`src/rtl/vga_pattern_pkg.sv`:
```
// Shared types and colour constants for the VGA test-pattern stream source.
package vga_pattern_pkg;

  typedef enum logic [1:0] {
    PAT_BARS  = 2'd0,
    PAT_CHECK = 2'd1,
    PAT_GRAD  = 2'd2,
    PAT_SOLID = 2'd3
  } pattern_e;

  typedef enum logic {
    ST_IDLE   = 1'b0,
    ST_STREAM = 1'b1
  } state_e;

  typedef logic [23:0] pixel_t;

  localparam pixel_t RGB_WHITE = 24'hFF_FFFF;
  localparam pixel_t RGB_BLACK = 24'h00_0000;

endpackage

```
`src/rtl/vga_pattern_colour.sv`:
```
// Combinational colour lookup: (pattern, x', y) -> 24-bit RGB.
module vga_pattern_colour
  import vga_pattern_pkg::*;
#(
  parameter int H_ACTIVE   = 640,
  parameter int BAR_COUNT  = 8,
  parameter int CHECK_LOG2 = 5,
  parameter int XW         = 10,
  parameter int YW         = 9
) (
  input  pattern_e        pattern,
  input  logic [XW-1:0]   x,
  input  logic [YW-1:0]   y,
  output pixel_t          rgb
);

  localparam int BAR_W = H_ACTIVE / BAR_COUNT;

  logic       cx;
  logic       cy;
  logic [2:0] bar_idx;
  logic [2:0] bar_rev;

  // Squares larger than the raster collapse to a single colour.
  if (CHECK_LOG2 < XW) begin : g_cx
    assign cx = x[CHECK_LOG2];
  end else begin : g_cx0
    assign cx = 1'b0;
  end
  if (CHECK_LOG2 < YW) begin : g_cy
    assign cy = y[CHECK_LOG2];
  end else begin : g_cy0
    assign cy = 1'b0;
  end

  always_comb begin
    bar_idx = 3'(x / XW'(BAR_W));
    bar_rev = 3'd7 - bar_idx;
    rgb     = RGB_WHITE;
    case (pattern)
      PAT_BARS:  rgb = {{8{bar_rev[2]}}, {8{bar_rev[1]}}, {8{bar_rev[0]}}};
      PAT_CHECK: rgb = (cx ^ cy) ? RGB_WHITE : RGB_BLACK;
      PAT_GRAD:  rgb = {8'(x), 8'(y), 8'(x) + 8'(y)};
      PAT_SOLID: rgb = RGB_WHITE;
      default:   rgb = RGB_WHITE;
    endcase
  end

endmodule

```
`src/rtl/vga_pattern_stream_src.sv`:
```
// Avalon-ST raster test-pattern source with SOP/EOP framing and backpressure.
// Optional VGA_PATTERN_SCROLL_EN: per-frame counter scrolls the image horizontally.
module vga_pattern_stream_src
  import vga_pattern_pkg::*;
#(
  parameter int H_ACTIVE   = 640,
  parameter int V_ACTIVE   = 480,
  parameter int BAR_COUNT  = 8,
  parameter int CHECK_LOG2 = 5
) (
  input  logic        clk_clk,
  input  logic        reset_reset,
  input  logic        enable,
  input  logic [1:0]  pattern_sel,
  output logic [23:0] out_data,
  output logic        out_valid,
  input  logic        out_ready,
  output logic        out_startofpacket,
  output logic        out_endofpacket,
  output logic        frame_done
);

  localparam int XW = $clog2(H_ACTIVE);
  localparam int YW = $clog2(V_ACTIVE);

  state_e        state;
  pattern_e      pat;
  logic [XW-1:0] x;
  logic [YW-1:0] y;
  logic [XW-1:0] nx;
  logic [YW-1:0] ny;
  logic          accept;
  logic          restart;
  pattern_e      col_pat;
  logic [XW-1:0] col_x;
  logic [XW-1:0] col_xs;
  logic [YW-1:0] col_y;
  pixel_t        col_rgb;
`ifdef VGA_PATTERN_SCROLL_EN
  localparam int SW = XW + 9;
  logic [7:0]    frame_cnt;
  logic [7:0]    col_fc;
  logic [SW-1:0] x_sum;
`endif

  assign accept = out_valid & out_ready;

  // Select the coordinate of the beat that will be loaded on the next edge.
  always_comb begin
    nx      = (x == XW'(H_ACTIVE - 1)) ? '0 : x + XW'(1);
    ny      = (x == XW'(H_ACTIVE - 1)) ? ((y == YW'(V_ACTIVE - 1)) ? '0 : y + YW'(1)) : y;
    restart = (state == ST_IDLE) || (accept && out_endofpacket);
    col_pat = restart ? pattern_e'(pattern_sel) : pat;
    col_x   = restart ? '0 : nx;
    col_y   = restart ? '0 : ny;
`ifdef VGA_PATTERN_SCROLL_EN
    col_fc  = (state == ST_STREAM && accept && out_endofpacket) ? frame_cnt + 8'd1 : frame_cnt;
    x_sum   = SW'(col_x) + SW'(col_fc);
    col_xs  = XW'(x_sum % SW'(H_ACTIVE));
`else
    col_xs  = col_x;
`endif
  end

  vga_pattern_colour #(
    .H_ACTIVE   (H_ACTIVE),
    .BAR_COUNT  (BAR_COUNT),
    .CHECK_LOG2 (CHECK_LOG2),
    .XW         (XW),
    .YW         (YW)
  ) u_colour (
    .pattern (col_pat),
    .x       (col_xs),
    .y       (col_y),
    .rgb     (col_rgb)
  );

  // Output register stage: beat is held until accepted.
  always_ff @(posedge clk_clk) begin
    if (reset_reset) begin
      state             <= ST_IDLE;
      pat               <= PAT_BARS;
      x                 <= '0;
      y                 <= '0;
      out_data          <= '0;
      out_valid         <= 1'b0;
      out_startofpacket <= 1'b0;
      out_endofpacket   <= 1'b0;
      frame_done        <= 1'b0;
`ifdef VGA_PATTERN_SCROLL_EN
      frame_cnt         <= '0;
`endif
    end else begin
      frame_done <= 1'b0;
      case (state)
        ST_IDLE: begin
          if (enable) begin
            pat               <= col_pat;
            x                 <= '0;
            y                 <= '0;
            out_data          <= col_rgb;
            out_valid         <= 1'b1;
            out_startofpacket <= 1'b1;
            out_endofpacket   <= 1'b0;
            state             <= ST_STREAM;
          end
        end
        ST_STREAM: begin
          if (accept) begin
            x <= col_x;
            y <= col_y;
            if (out_endofpacket) begin
              frame_done <= 1'b1;
`ifdef VGA_PATTERN_SCROLL_EN
              frame_cnt  <= frame_cnt + 8'd1;
`endif
              if (enable) begin
                pat               <= col_pat;
                out_data          <= col_rgb;
                out_startofpacket <= 1'b1;
                out_endofpacket   <= 1'b0;
              end else begin
                out_valid         <= 1'b0;
                out_startofpacket <= 1'b0;
                out_endofpacket   <= 1'b0;
                state             <= ST_IDLE;
              end
            end else begin
              out_data          <= col_rgb;
              out_startofpacket <= 1'b0;
              out_endofpacket   <= (nx == XW'(H_ACTIVE - 1)) && (ny == YW'(V_ACTIVE - 1));
            end
          end
        end
        default: state <= ST_IDLE;
      endcase
    end
  end

endmodule

```
`config.mk`:
```
export PLATFORM = sky130hd
export DESIGN_NAME = vga_pattern_stream_src
export DESIGN_NICKNAME = d
export VERILOG_FILES = /design/src/rtl/vga_pattern_pkg.sv /design/src/rtl/vga_pattern_colour.sv /design/src/rtl/vga_pattern_stream_src.sv
export SDC_FILE = /design/constraint.sdc
export NUM_CORES = 1
export LEC_CHECK = 0
export CORE_ASPECT_RATIO = 1.2
export CORE_MARGIN = 2
export CORE_UTILIZATION = 50
export DETAILED_ROUTE_END_ITERATION = 8
export PLACE_DENSITY_LB_ADDON = 0.12
export SLEW_MARGIN = 40
export SYNTH_ARGS = -nofsm -noshare
export SYNTH_HDL_FRONTEND = slang
export SYNTH_SLANG_ARGS = --single-unit
```
`constraint.sdc`:
```
create_clock -name clk_clk -period 8.3 [get_ports clk_clk]
set_input_delay 1.66 -clock clk_clk [delete_from_list [all_inputs] [get_ports clk_clk]]
set_output_delay 1.66 -clock clk_clk [all_outputs]
set_load 0.01 [all_outputs]
```
==> impl_metrics.json <==
{
  "pre_cts_ws_ns": 3.204,
  "cp_slowest_cell": "clkdlybuf4s50_1",
  "clock_latency_ns": 0.31,
  "highest_layer": "met4",
  "synth_edf_count": 0,
  "tritoncts": "yes",
  "async_flop_share_pct": 0,
  "post_drt_via_cell_ratio": 5.848,
  "startpoint": "out_ready",
  "initial_core_util_pct": 51.28,
  "grt_pass1_wl_mm": 13.67,
  "path_clk_slew_ns": 0.09,
  "n_antenna_cell": 0,
  "most-common-layout-cells": "nand2_1, a21oi_1, dfxtp_1, nor2_1, clkdlybuf4s50_1",
  "cp_data_arrival_time_ns": 5.08,
  "seq_area_frac_synth_pct": 32.68,
  "clockBufferDepth": 2,
  "clockPowerShare_pct": 31.4,
  "drt-total-wl_mm": 8.152,
  "drc": 0,
  "worstSetupPathType": "input pin to flip-flop",
  "met1_length_mm": 3.665,
  "timing.rr.end": "out_data[7]$_SDFFE_PP0N_",
  "power_leakage_uw": 0.001285,
  "yosys_register_bits": 50,
  "synth_fp_nets": 430,
  "numCtsBuffers": 5,
  "hp-class": "flip-flop to flip-flop",
  "drt_first_pass_iters": 4,
  "power.internal_uw": 371.6,
  "ys.flop_type": "dfxtp_1",
  "htreeDepth": 2,
  "rows": 31,
  "hold_viol_final": 0,
  "start_kind": "input pin",
  "finalCriticalPeriod_ns": 4.848,
  "die_h_um": 89.74,
  "met3_length_um": 415,
  "tightestPinTransition_ns": 0.7144,
  "fmax_mhz": 206.3,
  "end_kind": "flip-flop",
  "syn-cell-area_mm2": 0.003063,
  "finalSetupTns_ns": 0,
  "ant_nets": 0,
  "cts_setup_buffers": 0,
  "cp.depth": 14,
  "finClkSkew_ns": 0.006714,
  "die_w_um": 75.45,
  "cts_resized": 0,
  "syn_avg_cell_area_um2": 7.398,
  "antenna_found_initial": 0,
  "wire_per_inst_um": 15.86,
  "cp_max_fo": 13,
  "setup_ws_ns": 3.452,
  "post_route_cells_drive_above_1_share_pct": 4.398,
  "hpwl_mm": 6.018,
  "yosysWarnings": 0,
  "final_nets": 447,
  "path_delay_family": "compound AO/OA/AOI/OAI gates",
  "r2r.worst_path.cells": 14,
  "slew_headroom_pct": 51.95,
  "p_sw_share_pct": 28.09,
  "gp_congestion": 0.9133,
  "core_region_area_mm2": 0.005973,
  "root_buffer": "clkbuf_8",
  "crit_buf_inv": 1,
  "ioPinCount": 34,
  "rsz0062_at_grt": "false",
  "comb_power_share_pct": 17.3,
  "grt_pass1_vias": 2775,
  "p_sw_uw": 145.1,
  "netlist-cell-type-count": 52,
  "drt_iter0_drc": 131,
  "grt-ovfl-total": 0,
  "syn2layout_area_growth_pct": 15.44,
  "slowest_delay_ns": 0.52,
  "grt_max_degree": 30,
  "cts_sinks": 50,
  "required_ns": 8.53,
  "maxCapViolCount": 0,
  "via_count": 3006,
  "port_buffers": 33,
  "vdd_drop_max_mv": 0.09941,
  "crit_chain": "clkdlybuf4s50_1 > nand3_1 > nand2_1 > a21o_1 > a21oi_1 > ha_1 > a21o_1 > a21oi_1 > o21ai_0 > a21o_1 > a21oi_1 > xnor2_1 > nand3_1 > a211oi_1",
  "status": "finished clean",
  "crit-reg2reg-launch": "x[0]$_SDFFE_PP0P_",
  "power_density_mw_per_mm2": 146.1,
  "wl_met2_mm": 3.882,
  "setup_viol": 0,
  "die_area_mm2": 0.006771,
  "post-route-period-util_pct": 58.41,
  "grt_usage_pct": 25.61,
  "mostFrequentLayoutCell": "nand2_1",
  "netlist_instances": 414,
  "ctsHoldBuffers": 0,
  "drv_slew": 0,
  "cp-endpoint": "out_data[7]$_SDFFE_PP0N_",
  "seqPwrFrac_pct": 51.3,
  "r2r_slack_ns": 4.61
}
## synthesized netlist by cell type, types with 6 or more instances
library cell	n	area share [%]
nand2_1	66	8.1
a21oi_1	50	8.2
dfxtp_1	50	33
nor2_1	48	5.9
clkbuf_1	20	2.5
a211oi_1	16	3.9
nand3_1	16	2.6
o21ai_0	11	1.8
xnor2_1	10	2.9
ha_1	9	3.7
inv_1	9	1.1
xor2_1	8	2.3
a21o_1	7	1.7
a22oi_1	7	1.7
nor3_1	7	1.1
nand4_1	6	1.2
nor2b_1	6	1.2
## state kept, by name (all words and copies together) (netlist names)
signal,flops
frame_done,1
x,10
out_endofpacket,1
state,1
out_data,24
out_valid,1
y,9
pat,2
out_startofpacket,1
## worst register-to-register path, cell delays in order, from the launching register on
cell	delay, ns
dfxtp_1	0.50
ha_1	0.37
and3b_1	0.29
and3_1	0.28
nand2_1	0.08
a21oi_1	0.40
ha_1	0.32
a21o_1	0.17
a21oi_1	0.20
o21ai_0	0.18
a21o_1	0.21
a21oi_1	0.17
xnor2_1	0.14
nand3_1	0.09
a211oi_1	0.20
## stage by stage
stage	util, %	std cells	total power [uW]	hold WS (ns)	cell area [um2]
floorplan	-	414	318.5	0.4357	3063
CTS	59.20	514	523.2	0.4641	3536
global route	59.20	514	543.1	0.4831	3536
detailed placement	57.44	506	361.0	0.4506	3431
global placement	57.23	506	358.5	0.4447	3418
finish	59.20	514	516.7	0.4605	3536
## cell type report
class | count | area (um2)
Clock inverter | 1 | 8.758
Clock buffer | 7 | 96.34
Inverter | 9 | 33.78
Sequential cell | 50 | 1001
Tap cell | 82 | 102.6
Timing Repair Buffer | 35 | 345.3
Fill cell | 593 | 2437
Multi-Input combinational cell | 330 | 1948
## kinds of logic after synthesis
| logic type | share of synthesized area (%) |
|---|---|
| AND/OR/NAND/NOR | 28.15 |
| AO/OA/AOI/OAI | 24.71 |
| flip-flops | 32.68 |
| buffers and inverters | 4.330 |
| XOR/XNOR | 5.147 |
| adder cells (fa/ha/maj) | 4.330 |
| multiplexers | 0.6536 |
## power by group through the flow
stage | sequential (uW) | combinational (uW) | clock [uW]
after floorplan | 275 | 43.8 | 0
after global placement | 270 | 88.2 | 0
after detailed placement | 271 | 90.1 | 0
after CTS | 265 | 90.2 | 168
after global routing | 267 | 98.8 | 177
final | 265 | 89.4 | 162
## layer usage
| layer | global-route usage, % | vias to the layer above |
|---|---|---|
| met5 | 0 | - |
| met4 | 8.333 | 0 |
| met3 | 4.372 | 18 |
| met2 | 39.28 | 91 |
| met1 | 36.01 | 1396 |
| li1 | - | 1501 |
## how the worst min path moves through the flow
stage / slack, ns / from / to / cells after the start
2_1_floorplan: 0.44 / pat[0]$_SDFFE_PP0P_ / pat[0]$_SDFFE_PP0P_ / 2
3_3_place_gp: 0.44 / pat[0]$_SDFFE_PP0P_ / pat[0]$_SDFFE_PP0P_ / 2
3_5_place_dp: 0.45 / out_startofpacket$_SDFFE_PP0P_ / out_startofpacket$_SDFFE_PP0P_ / 2
4_1_cts: 0.46 / out_startofpacket$_SDFFE_PP0P_ / out_startofpacket$_SDFFE_PP0P_ / 2
5_1_grt: 0.48 / pat[0]$_SDFFE_PP0P_ / pat[0]$_SDFFE_PP0P_ / 2
6_report: 0.46 / out_startofpacket$_SDFFE_PP0P_ / out_startofpacket$_SDFFE_PP0P_ / 2
(Power assumes the default switching activity.)
